--- config.mk ---
export PLATFORM = sky130hd
export DESIGN_NAME = prt_vtb_ctl_mc_flat
export DESIGN_NICKNAME = d
export VERILOG_FILES = /design/src/rtl/prt_vtb_ctl_pkg.sv /design/src/rtl/prt_vtb_ctl_mc_if.sv /design/src/rtl/prt_vtb_vps_seq.sv /design/src/rtl/prt_vtb_ctl.sv /design/src/flat_wrapper.sv
export SDC_FILE = /design/constraint.sdc
export NUM_CORES = 1
export LEC_CHECK = 0
export CORE_MARGIN = 2
export CORE_UTILIZATION = 29
export CTS_BUF_LIST = sky130_fd_sc_hd__clkbuf_2
export DETAILED_ROUTE_END_ITERATION = 16
export GPL_TIMING_DRIVEN = 0
export PLACE_DENSITY = 0.59
export SLEW_MARGIN = 10
export SYNTH_ARGS = -nofsm -noshare
export SYNTH_HDL_FRONTEND = slang
export SYNTH_SLANG_ARGS = --single-unit
export TNS_END_PERCENT = 50
--- constraint.sdc ---
create_clock -name SYS_CLK_IN -period 6.5 [get_ports SYS_CLK_IN]
set_clock_uncertainty 0.05 [all_clocks]
set_input_delay 1.95 -clock SYS_CLK_IN [delete_from_list [all_inputs] [get_ports SYS_CLK_IN]]
set_output_delay 1.95 -clock SYS_CLK_IN [all_outputs]
set_load 0.005 [all_outputs]
--- src/rtl/prt_vtb_ctl_pkg.sv ---
// Shared definitions for the Video Toolbox control block.
// Holds the local-bus address map, CTL/STATUS bit positions, the VPS commit
// FSM state type, bus/register structs and small index helpers.
package prt_vtb_ctl_pkg;

    localparam logic [7:0] ADR_CTL = 8'd0;
    localparam logic [7:0] ADR_IG  = 8'd1;
    localparam logic [7:0] ADR_OG  = 8'd2;
    localparam logic [7:0] ADR_VPS = 8'd3;
    localparam logic [7:0] ADR_STS = 8'd4;

    localparam int CTL_AINC   = 24;
    localparam int CTL_COMMIT = 25;
    localparam int CTL_IMM    = 26;

    localparam int STS_OVR  = 2;
    localparam int STS_WERR = 3;

    typedef enum logic [1:0] {IDLE, PEND, COPY} vps_state_e;

    typedef struct packed {
        logic [7:0]  adr;
        logic        wr;
        logic        rd;
        logic [31:0] din;
    } lb_t;

    typedef struct packed {
        logic       imm;
        logic       ainc;
        logic [7:0] vps_idx;
        logic [7:0] og_idx;
        logic [7:0] ig_idx;
    } ctl_t;

    typedef struct packed {
        logic acc;  // data access (rd or wr) decoded this cycle
        logic ok;   // current index is within the port range
    } port_acc_t;

    typedef port_acc_t ig_acc_t;
    typedef port_acc_t og_acc_t;

    function automatic logic idx_in_range(input logic [7:0] idx, input int unsigned n);
        return 32'(idx) < n;
    endfunction

    // Any index at or beyond the last slot restarts at 0.
    function automatic logic [7:0] idx_next(input logic [7:0] idx, input int unsigned n);
        return (32'(idx) >= n - 1) ? 8'h00 : idx + 8'd1;
    endfunction

endpackage

--- src/rtl/prt_vtb_ctl_mc_if.sv ---
// Local-bus interface: address, write/read strobes, write data in,
// read data out and read-valid.
// lb_in  : slave side (the control block)
// lb_out : master side (the bus driver)
interface prt_dp_lb_if;
    logic [7:0]  adr;
    logic        wr;
    logic        rd;
    logic [31:0] din;
    logic [31:0] dout;
    logic        vld;

    modport lb_in  (input adr, wr, rd, din, output dout, vld);
    modport lb_out (output adr, wr, rd, din, input dout, vld);
endinterface

--- src/rtl/prt_vtb_vps_seq.sv ---
// VPS double-buffer sequencer.
// Holds the shadow and active tables, the IDLE/PEND/COPY commit FSM, the
// sticky overrun/write-error flags and the commit counter, and streams the
// table as an indexed burst.
// Ports: clk/rst_n; sof; commit/imm request; shadow write (we/waddr/wdat);
// shadow read (raddr/rdat); flag clears; status (pend/busy/ovr/werr/ccnt);
// stream (idx/dat/vld/done).
module prt_vtb_vps_seq
    import prt_vtb_ctl_pkg::*;
#(
    parameter int P_VPS_DEPTH = 16,
    parameter int P_VPS_WIDTH = 16,
    localparam int AW = $clog2(P_VPS_DEPTH)
) (
    input  logic                   clk,
    input  logic                   rst_n,
    input  logic                   sof,
    input  logic                   commit,
    input  logic                   imm,
    input  logic                   we,
    input  logic [AW-1:0]          waddr,
    input  logic [P_VPS_WIDTH-1:0] wdat,
    input  logic [AW-1:0]          raddr,
    output logic [P_VPS_WIDTH-1:0] rdat,
    input  logic                   ovr_clr,
    input  logic                   werr_clr,
    output logic                   pend,
    output logic                   busy,
    output logic                   ovr,
    output logic                   werr,
    output logic [7:0]             ccnt,
    output logic [AW-1:0]          idx,
    output logic [P_VPS_WIDTH-1:0] dat,
    output logic                   vld,
    output logic                   done
);

    localparam logic [AW-1:0] LAST = AW'(P_VPS_DEPTH - 1);

    vps_state_e             state;
    logic [AW-1:0]          cnt;
    logic [P_VPS_WIDTH-1:0] shadow [P_VPS_DEPTH];
    logic [P_VPS_WIDTH-1:0] active [P_VPS_DEPTH];

    always_ff @(posedge clk or negedge rst_n) begin
        if (!rst_n) begin
            state <= IDLE;
            cnt   <= '0;
            done  <= 1'b0;
            ovr   <= 1'b0;
            werr  <= 1'b0;
            ccnt  <= '0;
            for (int unsigned i = 0; i < P_VPS_DEPTH; i++) begin
                shadow[i] <= '0;
                active[i] <= '0;
            end
        end else begin
            done <= 1'b0;

            if (we && state != COPY) shadow[waddr] <= wdat;

            // A new event wins over a clear arriving in the same cycle.
            if (commit && state != IDLE) ovr <= 1'b1;
            else if (ovr_clr)            ovr <= 1'b0;
            if (we && state == COPY)     werr <= 1'b1;
            else if (werr_clr)           werr <= 1'b0;

            case (state)
                IDLE: begin
                    cnt <= '0;
                    if (commit) state <= imm ? COPY : PEND;
                end
                PEND: begin
                    if (sof) state <= COPY;
                end
                COPY: begin
                    active[cnt] <= shadow[cnt];
                    if (cnt == LAST) begin
                        state <= IDLE;
                        cnt   <= '0;
                        done  <= 1'b1;
                        ccnt  <= ccnt + 8'd1;
                    end else begin
                        cnt <= cnt + 1'b1;
                    end
                end
                default: state <= IDLE;
            endcase
        end
    end

    // Stream outputs decode straight from state so an async reset zeroes
    // them at once.
    assign busy = (state == COPY);
    assign pend = (state == PEND);
    assign vld  = busy;
    assign idx  = busy ? cnt : '0;
    assign dat  = busy ? shadow[cnt] : '0;
    assign rdat = shadow[raddr];

endmodule

--- src/rtl/prt_vtb_ctl.sv ---
// Video Toolbox control block top.
// Registered local bus (stage 1 decode/update, stage 2 read data), CTL
// index/auto-increment register, ingress readback, outgress drive registers
// and STATUS, wrapped around the VPS double-buffer sequencer.
// Ports: SYS_CLK_IN/SYS_RST_IN (async active-low); LB_IF local bus;
// IG_IN ingress words; OG_OUT outgress words; SOF_IN start-of-frame;
// VPS_IDX_OUT/VPS_DAT_OUT/VPS_VLD_OUT/VPS_DONE_OUT table stream.
module prt_vtb_ctl_mc
    import prt_vtb_ctl_pkg::*;
#(
    parameter     P_VENDOR    = "none",
    parameter int P_IG_PORTS  = 8,
    parameter int P_OG_PORTS  = 8,
    parameter int P_VPS_DEPTH = 16,
    parameter int P_VPS_WIDTH = 16
) (
    input  logic                           SYS_CLK_IN,
    input  logic                           SYS_RST_IN,
    prt_dp_lb_if.lb_in                     LB_IF,
    input  logic [P_IG_PORTS*32-1:0]       IG_IN,
    output logic [P_OG_PORTS*32-1:0]       OG_OUT,
    input  logic                           SOF_IN,
    output logic [$clog2(P_VPS_DEPTH)-1:0] VPS_IDX_OUT,
    output logic [P_VPS_WIDTH-1:0]         VPS_DAT_OUT,
    output logic                           VPS_VLD_OUT,
    output logic                           VPS_DONE_OUT
);

    localparam int VAW = $clog2(P_VPS_DEPTH);
    localparam int IGW = (P_IG_PORTS > 1) ? $clog2(P_IG_PORTS) : 1;
    localparam int OGW = (P_OG_PORTS > 1) ? $clog2(P_OG_PORTS) : 1;

    lb_t                    lb_q;
    ctl_t                   ctl_q;
    logic [31:0]            og_q [P_OG_PORTS];
    logic [31:0]            ig_w [P_IG_PORTS];
    logic [31:0]            rdata;
    ig_acc_t                ig_acc;
    og_acc_t                og_acc;
    logic                   vps_acc, vps_ok, vps_we;
    logic                   wr_ctl, wr_sts, commit, ovr_clr, werr_clr;
    logic [P_VPS_WIDTH-1:0] vps_rdat;
    logic                   pend, busy, ovr, werr;
    logic [7:0]             ccnt;

    for (genvar g = 0; g < P_IG_PORTS; g++) begin : g_ig
        assign ig_w[g] = IG_IN[g*32 +: 32];
    end
    for (genvar g = 0; g < P_OG_PORTS; g++) begin : g_og
        assign OG_OUT[g*32 +: 32] = og_q[g];
    end

    always_ff @(posedge SYS_CLK_IN or negedge SYS_RST_IN) begin
        if (!SYS_RST_IN) begin
            lb_q <= '0;
        end else begin
            lb_q.adr <= LB_IF.adr;
            lb_q.wr  <= LB_IF.wr;
            lb_q.rd  <= LB_IF.rd;
            lb_q.din <= LB_IF.din;
        end
    end

    always_comb begin
        ig_acc.acc = (lb_q.wr || lb_q.rd) && lb_q.adr == ADR_IG;
        ig_acc.ok  = idx_in_range(ctl_q.ig_idx, P_IG_PORTS);
        og_acc.acc = (lb_q.wr || lb_q.rd) && lb_q.adr == ADR_OG;
        og_acc.ok  = idx_in_range(ctl_q.og_idx, P_OG_PORTS);
        vps_acc    = (lb_q.wr || lb_q.rd) && lb_q.adr == ADR_VPS;
        vps_ok     = idx_in_range(ctl_q.vps_idx, P_VPS_DEPTH);
        vps_we     = lb_q.wr && lb_q.adr == ADR_VPS && vps_ok;
        wr_ctl     = lb_q.wr && lb_q.adr == ADR_CTL;
        wr_sts     = lb_q.wr && lb_q.adr == ADR_STS;
        commit     = wr_ctl && lb_q.din[CTL_COMMIT];
        ovr_clr    = wr_sts && lb_q.din[STS_OVR];
        werr_clr   = wr_sts && lb_q.din[STS_WERR];
    end

    always_ff @(posedge SYS_CLK_IN or negedge SYS_RST_IN) begin
        if (!SYS_RST_IN) begin
            ctl_q <= '0;
        end else if (wr_ctl) begin
            ctl_q.ig_idx  <= lb_q.din[7:0];
            ctl_q.og_idx  <= lb_q.din[15:8];
            ctl_q.vps_idx <= lb_q.din[23:16];
            ctl_q.ainc    <= lb_q.din[CTL_AINC];
            ctl_q.imm     <= lb_q.din[CTL_IMM];
        end else if (ctl_q.ainc) begin
            if (ig_acc.acc) ctl_q.ig_idx  <= idx_next(ctl_q.ig_idx, P_IG_PORTS);
            if (og_acc.acc) ctl_q.og_idx  <= idx_next(ctl_q.og_idx, P_OG_PORTS);
            if (vps_acc)    ctl_q.vps_idx <= idx_next(ctl_q.vps_idx, P_VPS_DEPTH);
        end
    end

    always_ff @(posedge SYS_CLK_IN or negedge SYS_RST_IN) begin
        if (!SYS_RST_IN) begin
            for (int unsigned i = 0; i < P_OG_PORTS; i++) og_q[i] <= '0;
        end else if (lb_q.wr && og_acc.acc && og_acc.ok) begin
            og_q[ctl_q.og_idx[OGW-1:0]] <= lb_q.din;
        end
    end

    // Read mux sees pre-update register values, so a same-cycle wr+rd
    // returns the old contents.
    always_comb begin
        rdata = '0;
        case (lb_q.adr)
            ADR_CTL: rdata = {5'b0, ctl_q.imm, 1'b0, ctl_q.ainc,
                              ctl_q.vps_idx, ctl_q.og_idx, ctl_q.ig_idx};
            ADR_IG:  if (ig_acc.ok) rdata = ig_w[ctl_q.ig_idx[IGW-1:0]];
            ADR_OG:  if (og_acc.ok) rdata = og_q[ctl_q.og_idx[OGW-1:0]];
            ADR_VPS: if (vps_ok)    rdata = 32'(vps_rdat);
            ADR_STS: rdata = {16'b0, ccnt, 4'b0, werr, ovr, busy, pend};
            default: rdata = '0;
        endcase
    end

    always_ff @(posedge SYS_CLK_IN or negedge SYS_RST_IN) begin
        if (!SYS_RST_IN) begin
            LB_IF.dout <= '0;
            LB_IF.vld  <= 1'b0;
        end else begin
            LB_IF.dout <= lb_q.rd ? rdata : '0;
            LB_IF.vld  <= lb_q.rd;
        end
    end

    prt_vtb_vps_seq #(
        .P_VPS_DEPTH (P_VPS_DEPTH),
        .P_VPS_WIDTH (P_VPS_WIDTH)
    ) u_seq (
        .clk      (SYS_CLK_IN),
        .rst_n    (SYS_RST_IN),
        .sof      (SOF_IN),
        .commit   (commit),
        .imm      (lb_q.din[CTL_IMM]),
        .we       (vps_we),
        .waddr    (ctl_q.vps_idx[VAW-1:0]),
        .wdat     (lb_q.din[P_VPS_WIDTH-1:0]),
        .raddr    (ctl_q.vps_idx[VAW-1:0]),
        .rdat     (vps_rdat),
        .ovr_clr  (ovr_clr),
        .werr_clr (werr_clr),
        .pend     (pend),
        .busy     (busy),
        .ovr      (ovr),
        .werr     (werr),
        .ccnt     (ccnt),
        .idx      (VPS_IDX_OUT),
        .dat      (VPS_DAT_OUT),
        .vld      (VPS_VLD_OUT),
        .done     (VPS_DONE_OUT)
    );

endmodule

--- src/flat_wrapper.sv ---
// flat-port wrapper written by rule: the top's interface ports become plain ports
module prt_vtb_ctl_mc_flat import prt_vtb_ctl_pkg::*;
#(
    parameter     P_VENDOR    = "    ",
    parameter int P_IG_PORTS  = 8,
    parameter int P_OG_PORTS  = 8,
    parameter int P_VPS_DEPTH = 16,
    parameter int P_VPS_WIDTH = 16
)
  (SYS_CLK_IN, SYS_RST_IN, IG_IN, OG_OUT, SOF_IN, VPS_IDX_OUT, VPS_DAT_OUT, VPS_VLD_OUT, VPS_DONE_OUT, LB_IF_adr, LB_IF_wr, LB_IF_rd, LB_IF_din, LB_IF_dout, LB_IF_vld);
  prt_dp_lb_if LB_IF_i ();
  input  logic SYS_CLK_IN;
  input  logic SYS_RST_IN;
  input  logic [P_IG_PORTS*32-1:0] IG_IN;
  output logic [P_OG_PORTS*32-1:0] OG_OUT;
  input  logic SOF_IN;
  output logic [$clog2(P_VPS_DEPTH)-1:0] VPS_IDX_OUT;
  output logic [P_VPS_WIDTH-1:0] VPS_DAT_OUT;
  output logic VPS_VLD_OUT;
  output logic VPS_DONE_OUT;
  input wire logic [$bits(LB_IF_i.adr)-1:0] LB_IF_adr;
  input wire logic [$bits(LB_IF_i.wr)-1:0] LB_IF_wr;
  input wire logic [$bits(LB_IF_i.rd)-1:0] LB_IF_rd;
  input wire logic [$bits(LB_IF_i.din)-1:0] LB_IF_din;
  output wire logic [$bits(LB_IF_i.dout)-1:0] LB_IF_dout;
  output wire logic [$bits(LB_IF_i.vld)-1:0] LB_IF_vld;
  assign LB_IF_i.adr = LB_IF_adr;
  assign LB_IF_i.wr = LB_IF_wr;
  assign LB_IF_i.rd = LB_IF_rd;
  assign LB_IF_i.din = LB_IF_din;
  assign LB_IF_dout = LB_IF_i.dout;
  assign LB_IF_vld = LB_IF_i.vld;
  prt_vtb_ctl_mc #(.P_VENDOR(P_VENDOR), .P_IG_PORTS(P_IG_PORTS), .P_OG_PORTS(P_OG_PORTS), .P_VPS_DEPTH(P_VPS_DEPTH), .P_VPS_WIDTH(P_VPS_WIDTH)) u_core (.SYS_CLK_IN(SYS_CLK_IN), .SYS_RST_IN(SYS_RST_IN), .LB_IF(LB_IF_i), .IG_IN(IG_IN), .OG_OUT(OG_OUT), .SOF_IN(SOF_IN), .VPS_IDX_OUT(VPS_IDX_OUT), .VPS_DAT_OUT(VPS_DAT_OUT), .VPS_VLD_OUT(VPS_VLD_OUT), .VPS_DONE_OUT(VPS_DONE_OUT));
endmodule
==> impl_metrics.csv <==
group,metric,value,unit
placement,hpwl,105.7,mm
drt,vias,24230,
worst_setup_path,rrSetupSlack,2340,ps
floorplanning,io_pins,612,
synthesis,syn_area_per_cell,14.83,um^2
worst_setup_path,crit_family,"buffers and inverters",
synthesis,ys_warn_count,0,
layout,finalNetCount,3239,
placement,port-buffer-count,611,
worst_setup_path,cp_cell_sequence,"clkbuf_1 > clkbuf_1 > mux4_2 > mux4_2 > and2_1 > clkdlybuf4s50_1",
floorplanning,die_y,334.5,um
clock_network,post_cts_resized,16,
synthesis,yosysUniqueCellTypes,68,
synthesis,syn-num-nets,2445,
clock_network,postCtsHoldBufs,0,
clock_network,cts_buffer_depth,3,
layout,area_growth,30.98,%
layout,fillCellCount,10510,
global_routing,grt_use_met1,0.3164,
sta,hold_viol,0,
synthesis,synth-simple-area-share,0.04100,
worst_setup_path,reg2reg_to,"u_core.u_seq.shadow[102]$_DFFE_PN0P_",
worst_setup_path,endpoint_kind,"output pin",
worst_setup_path,reg2regPathDepth,8,
drt,first_iter_violations,2181,
worst_setup_path,reg2reg_from,"u_core.ctl_q[17]$_DFFE_PN0P_",
global_routing,grt_use_met2,0.3977,
layout,utilization,0.3822,
sta,fin_crit_sh,0.9851,
synthesis,ys_seq_area_frac,0.4977,
power_and_ir_drop,cellPowerDensity,195.7,nW/um^2
global_routing,grt_pass1_wl,193.2,mm
worst_setup_path,crit_slowest_cell,"clkbuf_1",
worst_setup_path,cp_num_buf_inv,3,
synthesis,yosys.area_share.adder,0.003160,
hold_path,hold_class,"reg2reg",
sta,post-route-min-period,6403,ps
floorplanning,floorplan.initialDensity,0.2918,
power_and_ir_drop,total_power,0.008118,W
run,drv_cap,0,
clock_network,cts.sinks,630,
clock_network,cts_inserted_buffers,174,
sta,setup_violations,0,
drt,ant_nets,0,
clock_network,clock-root-buffer,"clkbuf_2",
sta,slew_headroom,0.1309,
synthesis,async_reset_ff_frac,1.000,
worst_setup_path,cp_max_fo,10,
global_routing,globalRouteMet3Util,0.06147,
global_routing,grt_pass1_vias,24640,
synthesis,synth_xor_area_frac,0.001936,
floorplanning,rows,121,
worst_setup_path,required,4500,ps
drt,routed_wirelength,139.1,mm
worst_setup_path,crit_type,"reg2out",
sta,max_slew.worst_pin.slew,1304,ps
layout,finalInstanceArea,41490,um^2
drt,viasPerCell,5.416,
global_routing,grt_max_degree,106,
synthesis,synth_edf_count,0,
clock_network,clk_pin_slew_worst_paths,110,ps
placement,dpl_cell_area,39770,um^2
placement,gp_congestion,0.9147,
worst_setup_path,critical_path.max_stage_delay,730,ps
synthesis,synth_ff_type,"dfrtp_1",
global_routing,antenna_found_initial,11,
synthesis,synth_seq_cells,630,
clock_network,clk_latency,1450,ps
power_and_ir_drop,leakage,18.09,nW
clock_network,htreeDepth,4,
synthesis,syn_inst,2136,
synthesis,synth-compound-area-share,0.04693,
sta,timing.fmax,0.1562,GHz
drt,drc,0,
sta,finalWorstSetupSlack,96.63,ps
hold_path,hold_path_depth,0,
synthesis,synth_top_family_by_area,"multiplexers",
global_routing,gr-total-overflow,0,
global_routing,grt_usage,0.2450,
synthesis,syn-cell-area,31670,um^2
synthesis,synthMuxAreaShare,0.3825,
sta,final_max_slew_viol_count,0,
global_routing,busiest_layer,"met2",
outcome,outcome,"complete, no violations",
layout,layout-drive-gt1-share,0.3766,
clock_network,tritoncts,"yes",
clock_network,post_cts_buffers,0,
worst_setup_path,start_kind,"register",
placement,pre_cts_slack,864.3,ps
floorplanning,die_x,334.5,um
floorplanning,die_area,111900,um^2
worst_setup_path,cp.arrival,4400,ps
worst_setup_path,cp.depth,6,
worst_setup_path,startpoint,"u_core.u_seq.cnt[1]$_DFFE_PN0P_",
power_and_ir_drop,vdd.ir_drop.worst,0.1135,mV
drt,first_pass_iters,6,
floorplanning,core_area,108600,um^2
worst_setup_path,endpoint,"VPS_DAT_OUT[15]",
drt,wl_per_cell,31.11,um
## worst min-delay path by stage
stage / start / to / slack (ps)
after detailed placement: u_core.lb_q[32]$_DFF_PN0_ / u_core.LB_IF.vld$_DFF_PN0_ / 330
after global routing: u_core.lb_q[32]$_DFF_PN0_ / u_core.LB_IF.vld$_DFF_PN0_ / 360
after global placement: u_core.lb_q[32]$_DFF_PN0_ / u_core.LB_IF.vld$_DFF_PN0_ / 330
final: u_core.lb_q[32]$_DFF_PN0_ / u_core.LB_IF.vld$_DFF_PN0_ / 350
after CTS: SYS_RST_IN / u_core.lb_q[10]$_DFF_PN0_ / 340
after floorplan: u_core.lb_q[32]$_DFF_PN0_ / u_core.LB_IF.vld$_DFF_PN0_ / 300
## state kept, by name, summed over array words and instances, names as in the netlist
name / cells
u_core.u_seq.werr: 1
u_core.u_seq.ccnt: 8
u_core.u_seq.done: 1
u_core.ctl_q: 26
u_core.OG_OUT: 256
u_core.LB_IF.vld: 1
u_core.u_seq.state: 2
u_core.LB_IF.dout: 32
u_core.u_seq.cnt: 4
u_core.u_seq.ovr: 1
u_core.lb_q: 42
u_core.u_seq.shadow: 256
## Yosys cell counts (7+ instances only)
library cell  count  area share
dfrtp_1         630        0.50
mux2_2          538        0.19
mux4_2          245        0.17
clkbuf_1        117       0.014
nand2_1          81      0.0096
mux2i_1          54       0.017
buf_2            43      0.0068
nor2_1           40      0.0047
a22oi_1          36      0.0085
o22ai_1          27      0.0053
and2_1           26      0.0051
buf_1            26      0.0031
a21oi_1          25      0.0040
o21ai_0          25      0.0040
a22o_1           16      0.0044
inv_1            16      0.0019
a221oi_1         13      0.0036
nor3_1           13      0.0021
nand2_2          12      0.0024
nand2b_1         10      0.0020
nand3_1          10      0.0016
o221ai_1         10      0.0028
ha_1              8      0.0032
nand4_1           8      0.0016
a31oi_1           7      0.0014
nor2b_1           7      0.0014
## cell type report
cell class                      instances  area (um^2)  area share
Sequential cell                       630        15770      0.3800
Multi-Input combinational cell       1299        15100      0.3639
Timing Repair Buffer                  618         6297      0.1518
Tap cell                             1414         1769     0.04264
Clock buffer                          244         1221     0.02943
Buffer                                190        825.8     0.01990
Clock inverter                         53        426.7     0.01028
Inverter                               17        63.81    0.001538
Antenna cell                            8        20.02   0.0004825
## cells by family (layout without fill, tap and decap cells)
| logic type | count (synthesis) | count (layout) |
|---|---|---|
| other | 0 | 8 |
| XOR/XNOR | 7 | 7 |
| multiplexers | 837 | 837 |
| buffers and inverters | 207 | 1122 |
| flip-flops | 630 | 630 |
| adder cells (fa/ha/maj) | 8 | 8 |
| AO/OA/AOI/OAI | 206 | 206 |
| AND/OR/NAND/NOR | 241 | 241 |
## power breakdown
group	internal [W]	switching [W]	leakage [nW]
sequential	0.00396	0.0000630	8.69
combinational	0.000439	0.000543	8.18
clock	0.00130	0.00182	1.22
## worst register-to-register path, stage by stage, from the launching register on
cell,delay [ps]
dfrtp_1,420
clkbuf_1,240
buf_1,660
clkbuf_1,980
inv_1,180
ha_1,330
nand2_2,320
buf_2,410
mux2_2,390
## stage by stage
step                      setup TNS, ps  instances  hold WS (ps)
after floorplan                       0       2136         301.9
after global placement                -       4161         330.2
after detailed placement              0       4168         330.0
after CTS                        -24.47       4465         336.4
after global routing             -40.64       4472         355.3
final                                 0       4473         351.5
## per-layer routing
layer  wire, um  share of wire
met1      55790           0.40
met2      66870           0.48
met3      11710          0.084
met4       4751          0.034
met5         26        0.00019
## layout by cell type, fill, tap and decap left out, types with 36 or more instances in the layout
cell	synthesis	final
nand2_1	81	81
mux2_2	538	538
clkdlybuf4s50_1	0	610
buf_2	43	46
mux4_2	245	245
clkbuf_2	0	249
clkbuf_1	117	107
dfrtp_1	630	630
nor2_1	40	40
mux2i_1	54	54
a22oi_1	36	36
Note: power is estimated with default switching activity, not from simulation.
